===== config.mk =====
export PLATFORM = sky130hd
export DESIGN_NAME = morse_decoder_flat
export DESIGN_NICKNAME = d
export VERILOG_FILES = /design/src/rtl/morse_decoder_if.sv /design/src/rtl/morse_decoder.sv /design/src/flat_wrapper.sv
export SDC_FILE = /design/constraint.sdc
export NUM_CORES = 1
export LEC_CHECK = 0
export CAP_MARGIN = 25
export CORE_ASPECT_RATIO = 0.9
export CORE_MARGIN = 1.5
export CORE_UTILIZATION = 55
export DETAILED_ROUTE_END_ITERATION = 10
export PLACE_DENSITY = 0.76
export SYNTH_ARGS = -nofsm -noshare
export SYNTH_HDL_FRONTEND = slang
export SYNTH_SLANG_ARGS = --single-unit

===== constraint.sdc =====
create_clock -name clk -period 2.05 [get_ports clk]
set_input_delay 0.205 -clock clk [delete_from_list [all_inputs] [get_ports clk]]
set_output_delay 0.205 -clock clk [all_outputs]
set_load 0.05 [all_outputs]

===== src/rtl/morse_decoder_if.sv =====
// -----------------------------------------------------------------------------
// morse_decoder_if
// Signal bundle between the Morse decoder and the key / display logic.
//   key_in     : raw push-button level into the decoder (asynchronous, bouncy)
//   key_db     : debounced key level, for LED echo
//   char_valid : one-cycle character strobe
//   char_data  : ASCII character, valid while char_valid is high
//   char_error : high with char_valid when char_data is '?'
//   busy       : decoder is timing a mark, gap or word gap
// master = decoder side, slave = key source / display consumer side.
// -----------------------------------------------------------------------------
interface morse_decoder_if;
    logic       key_in;
    logic       key_db;
    logic       char_valid;
    logic [7:0] char_data;
    logic       char_error;
    logic       busy;

    modport master (
        input  key_in,
        output key_db, char_valid, char_data, char_error, busy
    );

    modport slave (
        output key_in,
        input  key_db, char_valid, char_data, char_error, busy
    );
endinterface


===== src/rtl/morse_decoder.sv =====
// -----------------------------------------------------------------------------
// morse_decoder
// Decodes a hand-keyed Morse signal from a push-button into ASCII characters.
// The key is synchronised and debounced, marks and gaps are timed in units of
// UNIT_CYCLES, marks are classified as dot/dash and each completed character
// is looked up in the ITU table and emitted as a one-cycle strobe. A space is
// emitted after a word gap that follows a character.
// Ports:
//   clk : system clock
//   rst : asynchronous, active-high reset
//   bus : morse_decoder_if.master (key_in in; key_db, char_valid, char_data,
//         char_error, busy out)
// -----------------------------------------------------------------------------
module morse_decoder #(
    parameter int UNIT_CYCLES     = 2097152,
    parameter int DEBOUNCE_CYCLES = 250000
) (
    input  logic clk,
    input  logic rst,
    morse_decoder_if.master bus
);

    localparam int DUR_W = $clog2(5 * UNIT_CYCLES + 1);
    localparam int DB_W  = $clog2(DEBOUNCE_CYCLES + 1);

    localparam logic [DUR_W-1:0] DUR_CHAR = DUR_W'(2 * UNIT_CYCLES);
    localparam logic [DUR_W-1:0] DUR_WORD = DUR_W'(5 * UNIT_CYCLES);
    localparam logic [DUR_W-1:0] DUR_ONE  = DUR_W'(1);
    localparam logic [DB_W-1:0]  DB_LAST  = DB_W'(DEBOUNCE_CYCLES - 1);

    typedef enum logic [1:0] {IDLE, MARK, GAP, WORD} state_t;

    logic             key_s1, key_s2;
    logic             key_db;
    logic [DB_W-1:0]  db_cnt;
    logic [DUR_W-1:0] dur_cnt;
    logic [5:0]       sym_bits;
    logic [2:0]       sym_len;
    state_t           state;
    logic             char_valid, char_error, busy;
    logic [7:0]       char_data;
    logic [7:0]       looked_up;

    // ITU lookup; symbols are oldest-first from the MSB of the used bits,
    // 1 = dash, 0 = dot.
    function automatic logic [7:0] lookup(input logic [2:0] len, input logic [5:0] bits);
        logic [7:0] ch;
        // NOTE: ch gets a default before the case so every path assigns it;
        // a missing assignment in combinational logic would infer a latch.
        ch = "?";
        case (len)
            3'd1: ch = bits[0] ? "T" : "E";
            3'd2: case (bits[1:0])
                2'b00: ch = "I";  2'b01: ch = "A";
                2'b10: ch = "N";  2'b11: ch = "M";
                default: ch = "?";
            endcase
            3'd3: case (bits[2:0])
                3'b000: ch = "S";  3'b001: ch = "U";  3'b010: ch = "R";  3'b011: ch = "W";
                3'b100: ch = "D";  3'b101: ch = "K";  3'b110: ch = "G";  3'b111: ch = "O";
                default: ch = "?";
            endcase
            3'd4: case (bits[3:0])
                4'b0000: ch = "H";  4'b0001: ch = "V";  4'b0010: ch = "F";  4'b0100: ch = "L";
                4'b0110: ch = "P";  4'b0111: ch = "J";  4'b1000: ch = "B";  4'b1001: ch = "X";
                4'b1010: ch = "C";  4'b1011: ch = "Y";  4'b1100: ch = "Z";  4'b1101: ch = "Q";
                default: ch = "?";
            endcase
            3'd5: case (bits[4:0])
                5'b01111: ch = "1";  5'b00111: ch = "2";  5'b00011: ch = "3";
                5'b00001: ch = "4";  5'b00000: ch = "5";  5'b10000: ch = "6";
                5'b11000: ch = "7";  5'b11100: ch = "8";  5'b11110: ch = "9";
                5'b11111: ch = "0";
                default:  ch = "?";
            endcase
            default: ch = "?";  // empty buffer or 6+ symbols
        endcase
        return ch;
    endfunction

    // The debounced level flips in the cycle the counter completes; rise/fall
    // are therefore known one cycle before key_db itself changes, which lets
    // dur_cnt still hold the full length of the level that is ending.
    logic db_flip, rise, fall;
    assign db_flip   = (key_s2 != key_db) && (db_cnt == DB_LAST);
    assign rise      = db_flip &  key_s2;
    assign fall      = db_flip & ~key_s2;
    assign looked_up = lookup(sym_len, sym_bits);

    // Input conditioning and level-duration timing.
    // NOTE: sequential state uses non-blocking assignments so every flop
    // samples pre-edge values regardless of statement order.
    always_ff @(posedge clk or posedge rst) begin
        if (rst) begin
            key_s1  <= 1'b0;
            key_s2  <= 1'b0;
            key_db  <= 1'b0;
            db_cnt  <= '0;
            dur_cnt <= '0;
        end else begin
            key_s1 <= bus.key_in;
            key_s2 <= key_s1;

            if (key_s2 == key_db) begin
                db_cnt <= '0;
            end else if (db_flip) begin
                key_db <= key_s2;
                db_cnt <= '0;
            end else begin
                db_cnt <= db_cnt + 1'b1;
            end

            if (db_flip)
                dur_cnt <= DUR_ONE;
            else if (dur_cnt != DUR_WORD)
                dur_cnt <= dur_cnt + 1'b1;
        end
    end

    // Symbol collection and character/space emission.
    always_ff @(posedge clk or posedge rst) begin
        if (rst) begin
            state      <= IDLE;
            // NOTE: the symbol buffer is reset explicitly so a reset mid-character
            // cannot leak stale symbols into the next decoded character.
            sym_bits   <= '0;
            sym_len    <= '0;
            char_valid <= 1'b0;
            char_data  <= 8'h00;
            char_error <= 1'b0;
            busy       <= 1'b0;
        end else begin
            char_valid <= 1'b0;
            char_error <= 1'b0;

            case (state)
                IDLE: begin
                    if (rise) begin
                        state <= MARK;
                        busy  <= 1'b1;
                    end
                end

                MARK: begin
                    if (fall) begin
                        sym_bits <= {sym_bits[4:0], (dur_cnt >= DUR_CHAR)};
                        if (sym_len != 3'd7)
                            sym_len <= sym_len + 3'd1;
                        state <= GAP;
                    end
                end

                GAP: begin
                    // A rise wins over a threshold hit in the same cycle.
                    if (rise) begin
                        state <= MARK;
                    end else if (dur_cnt >= DUR_CHAR) begin
                        char_valid <= 1'b1;
                        char_data  <= looked_up;
                        char_error <= (looked_up == "?");
                        sym_bits   <= '0;
                        sym_len    <= '0;
                        state      <= WORD;
                    end
                end

                WORD: begin
                    if (rise) begin
                        state <= MARK;
                    end else if (dur_cnt >= DUR_WORD) begin
                        char_valid <= 1'b1;
                        char_data  <= 8'h20;
                        busy       <= 1'b0;
                        state      <= IDLE;
                    end
                end

                default: state <= IDLE;
            endcase
        end
    end

    assign bus.key_db     = key_db;
    assign bus.char_valid = char_valid;
    assign bus.char_data  = char_data;
    assign bus.char_error = char_error;
    assign bus.busy       = busy;

endmodule


===== src/flat_wrapper.sv =====
// flat-port wrapper written by rule: the top's interface ports become plain ports
module morse_decoder_flat 
#(
    parameter int UNIT_CYCLES     = 2097152,
    parameter int DEBOUNCE_CYCLES = 250000
)
  (clk, rst, bus_key_in, bus_key_db, bus_char_valid, bus_char_data, bus_char_error, bus_busy);
  morse_decoder_if bus_i ();
  input  logic clk;
  input  logic rst;
  input wire logic [$bits(bus_i.key_in)-1:0] bus_key_in;
  output wire logic [$bits(bus_i.key_db)-1:0] bus_key_db;
  output wire logic [$bits(bus_i.char_valid)-1:0] bus_char_valid;
  output wire logic [$bits(bus_i.char_data)-1:0] bus_char_data;
  output wire logic [$bits(bus_i.char_error)-1:0] bus_char_error;
  output wire logic [$bits(bus_i.busy)-1:0] bus_busy;
  assign bus_i.key_in = bus_key_in;
  assign bus_key_db = bus_i.key_db;
  assign bus_char_valid = bus_i.char_valid;
  assign bus_char_data = bus_i.char_data;
  assign bus_char_error = bus_i.char_error;
  assign bus_busy = bus_i.busy;
  morse_decoder #(.UNIT_CYCLES(UNIT_CYCLES), .DEBOUNCE_CYCLES(DEBOUNCE_CYCLES)) u_core (.clk(clk), .rst(rst), .bus(bus_i));
endmodule

After elaboration in Yosys (flattened, before gate mapping)
Memory sizes are Yosys's and may differ from the RTL's.
Index checks and enable logic that the tools add are counted.
{ "classes": {"addsub": 3, "n_mul": 0, "div": 0, "order_cmp": 2, "eq_ne": 26, "shifts": 0, "n_mux": 40, "bitwise": 4, "n_reduce_logical": 13} }
{ "ops": {"columns": ["op", "count"], "rows": [
  ["two-way mux 24 bit", 2],
  ["one-hot mux 8 bit (5 select lines)", 1],
  ["two-way mux 18 bit", 2],
  ["two-way mux 8 bit", 4],
  ["one-hot mux 8 bit (4 select lines)", 1],
  ["adder 24 x 1 -> 24 bit, second input constant", 1],
  [">= comparator 24 x 23 -> 1 bit, second input constant", 1],
  [">= comparator 24 bit, second input constant", 1],
  ["inequality test 24 bit, second input constant", 1],
  ["two-way mux 5 bit", 4],
  ["adder 18 x 1 -> 18 bit, second input constant", 1],
  ["== test 18 bit, second input constant", 1],
  ["one-hot mux 8 bit (2 select lines)", 1],
  ["two-way mux 2 bit", 6],
  ["two-way mux 3 bit", 4],
  ["AND reduction 4 bit", 3],
  ["two-way mux 1 bit", 10],
  ["inequality test 2 x 1 -> 1 bit, second input constant", 5],
  ["one-hot mux 5 bit (2 select lines)", 1],
  ["AND reduction 5 bit", 2],
  ["== test 2 bit, second input constant", 4],
  ["== test 8 x 6 -> 1 bit, second input constant", 1],
  ["one-hot mux 2 bit (4 select lines)", 1],
  ["nonzero test 2 bit", 4],
  ["other kinds (17)", 26]
]} }
{ "word_totals": {"regBits": 66, "latch_bits": 0, "ram_bits": 0, "romBits": 280, "word_cells": 103, "memories": 3} }
{ "memory_table": {"columns": ["name", "words", "width", "read_ports", "rd_clocked_by_memory_dff", "wr", "line", "source"], "rows": [
  ["(no name shown)", 32, 4, 1, 0, 0, "morse_decoder.sv:69", "3'd5: case (bits[4:0])"],
  ["(no name shown)", 16, 7, 1, 0, 0, "morse_decoder.sv:63", "3'd4: case (bits[3:0])"],
  ["(no name shown)", 8, 5, 1, 0, 0, "morse_decoder.sv:58", "3'd3: case (bits[2:0])"]
]} }

Longest topological paths before layout
{ "depth": {"depth_word": 7, "mapped_depth": 8, "depth_no_buf": 7} }

Least setup slack after synthesis
No wires, ideal clock.
{ "synth_path": {"path_type": "register to register", "start": "register u_core.sym_bits[0]", "end": "register u_core.char_error, in the netlist u_core.bus.char_error", "setup_ns": 0.101, "t_arrival_ns": 1.854, "setup_slack_ns": 0.095, "path_stages_with_launch": 9, "n_path_buf": 1, "cell_sequence": "dfrtp_1 > clkbuf_1 > inv_1 > ha_1 > nor2_1 > a211oi_1 > a311oi_1 > o2111ai_1 > nor4_1"} }
{ "synth_via": {"elab_chain_cells": 7, "word_cells_on_any_way": 14, "classes_between": "eq/ne (4); mux (6); reduce/logical (1); memory (3)"} }
{ "synth_lines": {"columns": ["item", "line", "source"], "rows": [
  ["from (decl)", "morse_decoder.sv:37", "logic [5:0] sym_bits;"],
  ["from (signal assigned)", "morse_decoder.sv:146", "sym_bits <= {sym_bits[4:0], (dur_cnt >= DUR_CHAR)};"],
  ["branches (longest 2 deep; another with memory (32 x 4 bit))", null, null],
  ["one-hot mux 8 bit (5 select lines) *", "morse_decoder.sv:51", "case (len)"],
  ["== test 8 x 6 -> 1 bit *", "morse_decoder.sv:160", "char_error <= (looked_up == \"?\");"],
  ["two-way mux 1 bit *", "morse_decoder.sv:157", "end else if (dur_cnt >= DUR_CHAR) begin"],
  ["two-way mux 1 bit *", "morse_decoder.sv:155", "if (rise) begin"],
  ["two-way mux 1 bit *", "morse_decoder.sv:136", "case (state)"],
  ["to (signal assigned)", "morse_decoder.sv:160", null],
  ["to (decl)", "morse_decoder.sv:40", "logic char_valid, char_error, busy;"]
]} }
Mark *: on every way between the ends. The select of a mux whose other input is x is not followed.
A chain may end at the register's enable or synchronous reset.

Final worst setup path
{ "layout_path": {"start": "register u_core.db_cnt[0]", "end": "register u_core.char_data[4], in the netlist u_core.bus.char_data[4]"} }
{ "layout_via": {"elab_chain_cells": 5, "word_cells_on_any_way": 6, "classes_between": "eq/ne (3); bitwise (1); reduce/logical (2)"} }
{ "layout_lines": {"columns": ["item", "line", "source"], "rows": [
  ["from (decl)", "morse_decoder.sv:35", "logic [DB_W-1:0] db_cnt;"],
  ["from (signal assigned)", "morse_decoder.sv:110", "db_cnt <= db_cnt + 1'b1;"],
  ["== test 18 bit *", "morse_decoder.sv:85", "assign db_flip = (key_s2 != key_db) && (db_cnt == DB_LAST);"],
  ["logical AND 1 bit *", "morse_decoder.sv:85", null],
  ["bitwise AND 1 bit *", "morse_decoder.sv:86", "assign rise = db_flip & key_s2;"],
  ["inequality test 2 bit (no line)", null, null],
  ["AND reduction 5 bit (no line) *", null, null],
  ["to (signal assigned)", "morse_decoder.sv:159", "char_data <= looked_up;"],
  ["to (decl)", "morse_decoder.sv:41", "logic [7:0] char_data;"]
]} }
Mark *: on every way between the ends. The rest lies on a longest branch, timed or not.

==> run summary <==
status: complete, no violations
initial drt markers: 273
Inst Count DP: 534
setup_tns: 0 ns
Slew Viols, Final: 0
achievable frequency: 513 MHz
mean post-synth cell area: 9.29 sq um
Lkg Pwr: 1.88 nW
Cell variety after synth: 62
Fin. Hold Viols: 0
Vias/cell: 5.89
Yosys Warn Count: 0
post-synthesis async set-or-reset flop share: 1.00
# nets final: 475
die width: 91.7 um
DP Worst Slack: 0.0507 ns
Core ar.: 0.00673 sq mm
final setup vio count: 0
share of cells above drive strength 1: 0.165
CTS Hold Bufs: 0
RSZ-0062 raised after global routing: no
DP Area: 0.00430 sq mm
CTS root buf: clkbuf_8
TritonCTS buffer count: 9
Vias: 3,238
Tcrit/Tclk final: 0.951
Port Buffer Count: 13
largest net degree at the start of global routing: 26
cell row count: 28
top_reg_cell synth: dfrtp_1
kind of start point of the critical path: flip-flop
Crit Path Class: reg2reg
RePlAce Congestion: 0.945
H-tree Lvls: 3
sequential area share after synthesis: 0.418
diode count: 0
worst-path fanout max: 5
final wirelength: 8480 um
initial cell density of the core: 0.578
Clock Latency Late Sink: 0.34 ns
Layout area overhead: 16.6%
synthesized instance count: 419
Synth Register Bits: 65
Overall Power: 0.00228 W
Clock Skew: 0.00932 ns
most frequent cells in the layout: dfrtp_1, nor2_1, buf_4, nand2_1, xnor2_1
Slew headroom: 0.661
Detail Placement HPWL: 6140 um
Max-Cap Viols: 0
first-pass GRT wire length: 14,100 um
Min Clock Period, post-route: 1.95 ns
post-route ant nets: 0
most common cell after layout, fill and taps aside: dfrtp_1
Cell Area, Synth: 0.00389 sq mm
DRT Pass-1 Iters: 5
Post-synth EDFFs: 0
vias in the first global route: 3,009
Tot GR Track Use: 0.241
critical path endpoint category: flip-flop
pwr dens: 502 mW/mm^2
clock sinks: 65
Hold WC Path Type: in2async
WP data required: 2.28 ns
I/O Pins: 15
Worst-path clk slew: 0.06 ns
die outline area: 0.00759 sq mm
maximum VDD drop: 433 uV
Tightest Pin Transition: 0.507 ns
post-route setup slack: 0.0998 ns
critical path arrival: 2.18 ns
grt ovf: 0
net count after synthesis: 438
Avg WL per Cell: 15.4 um
final instance area: 0.00454 sq mm
# DRC: 0
Cell Count, Final, Fillers Out: 550
clock tree buffer depth: 2
initial antenna violation count: 0
die height: 82.8 um
CTS tree: built
[report_power, final]
part	switching, W	internal (W)
Clock	0.000459	0.000461
Combinational	0.0000416	0.0000176
Sequential	0.00000689	0.00129
[layer usage]
metal | global-route usage | part of all wire
met1 | 0.317 | 0.46
met2 | 0.397 | 0.48
met3 | 0.0574 | 0.049
met4 | 0.0781 | 0.017
met5 | 0 | 0
[metrics by stage]
step                hold WS [ns]  utilization
floorplan                  0.236            -
global placement           0.336        0.640
detailed placement         0.342        0.640
CTS                        0.156        0.664
global route               0.189        0.674
finish                     0.162        0.674
[flip-flops by register name (all words and copies together), names as in the netlist, 2 cells and up]
register / count
u_core.state: 2
u_core.sym_len: 3
u_core.sym_bits: 5
u_core.dur_cnt: 24
u_core.bus.char_data: 7
u_core.db_cnt: 18
[area by class of cell]
cell class,count,area (sq um)
fill,516,2190
multi-input combinational,314,2170
sequential,65,1630
timing repair buffer,45,387
clock buffer,12,145
tap,90,113
inverter,21,78.8
clock inverter,3,17.5
[Yosys cell counts (3+ instances only)]
cell	n	area [sq um]
dfrtp_1	65	1630
nor2_1	55	206
and4_1	7	61.3
buf_2	6	30.0
nor2b_1	8	50.1
and3_1	5	31.3
o21ai_0	23	115
ha_1	16	200
mux2i_1	3	30.0
o31ai_1	3	22.5
nor3_1	14	70.1
xor2_1	10	87.6
or3_1	6	37.5
xnor2_1	26	228
a22o_1	6	52.6
nor4_1	6	37.5
nand4_1	7	43.8
inv_1	20	75.1
mux2_2	3	33.8
nand2b_1	7	43.8
a211oi_1	5	37.5
o2bb2ai_1	3	26.3
clkbuf_1	12	45.0
a21oi_1	12	60.1
nor4b_1	3	26.3
nand3_1	18	90.1
nand2_1	29	109
[final timing paths]
kind                                       startpoint                                   to  slack (ns)  depth (start not counted)
max in group asynchronous                         rst        u_core.sym_len[1]$_DFFE_PP0P_        1.20                          3
min in group clk                           bus_key_in              u_core.key_s1$_DFF_PP0_        0.31                          1
setup reg to reg           u_core.db_cnt[0]$_DFF_PP0_  u_core.bus.char_data[4]$_DFFE_PP0P_         0.1                          7
hold reg to reg               u_core.key_s1$_DFF_PP0_              u_core.key_s2$_DFF_PP0_        0.35                          0
setup / recovery           u_core.db_cnt[0]$_DFF_PP0_  u_core.bus.char_data[4]$_DFFE_PP0P_         0.1                          7
hold / removal                                    rst       u_core.dur_cnt[12]$_DFFE_PP0P_        0.16                          2
[repair_timing]
action	CTS	global route
setup buffers	0	1
setup endpoints to repair	0	36
endpoints found under the hold margin	0	0
resized for setup	0	17
[critical path, stage by stage (launching register included)]
cell	delay (ns)
dfrtp_1	0.40
ha_2	0.22
and4_4	0.25
nand4_4	0.10
or3_4	0.41
nand2_4	0.09
inv_2	0.07
mux2_4	0.29
[cell families (layout without fill, tap and decap cells)]
kind of cell,Yosys count,after routing,synth area share
flops,65,65,0.418
mux,10,10,0.0357
simple gates,181,181,0.251
fa+ha+maj,16,16,0.0514
other cells,1,1,0.000964
buf+inv,40,81,0.0415
xor+xnor,36,36,0.0810
compound gates,70,70,0.120
No activity file was read; power rests on OpenSTA's default activity.
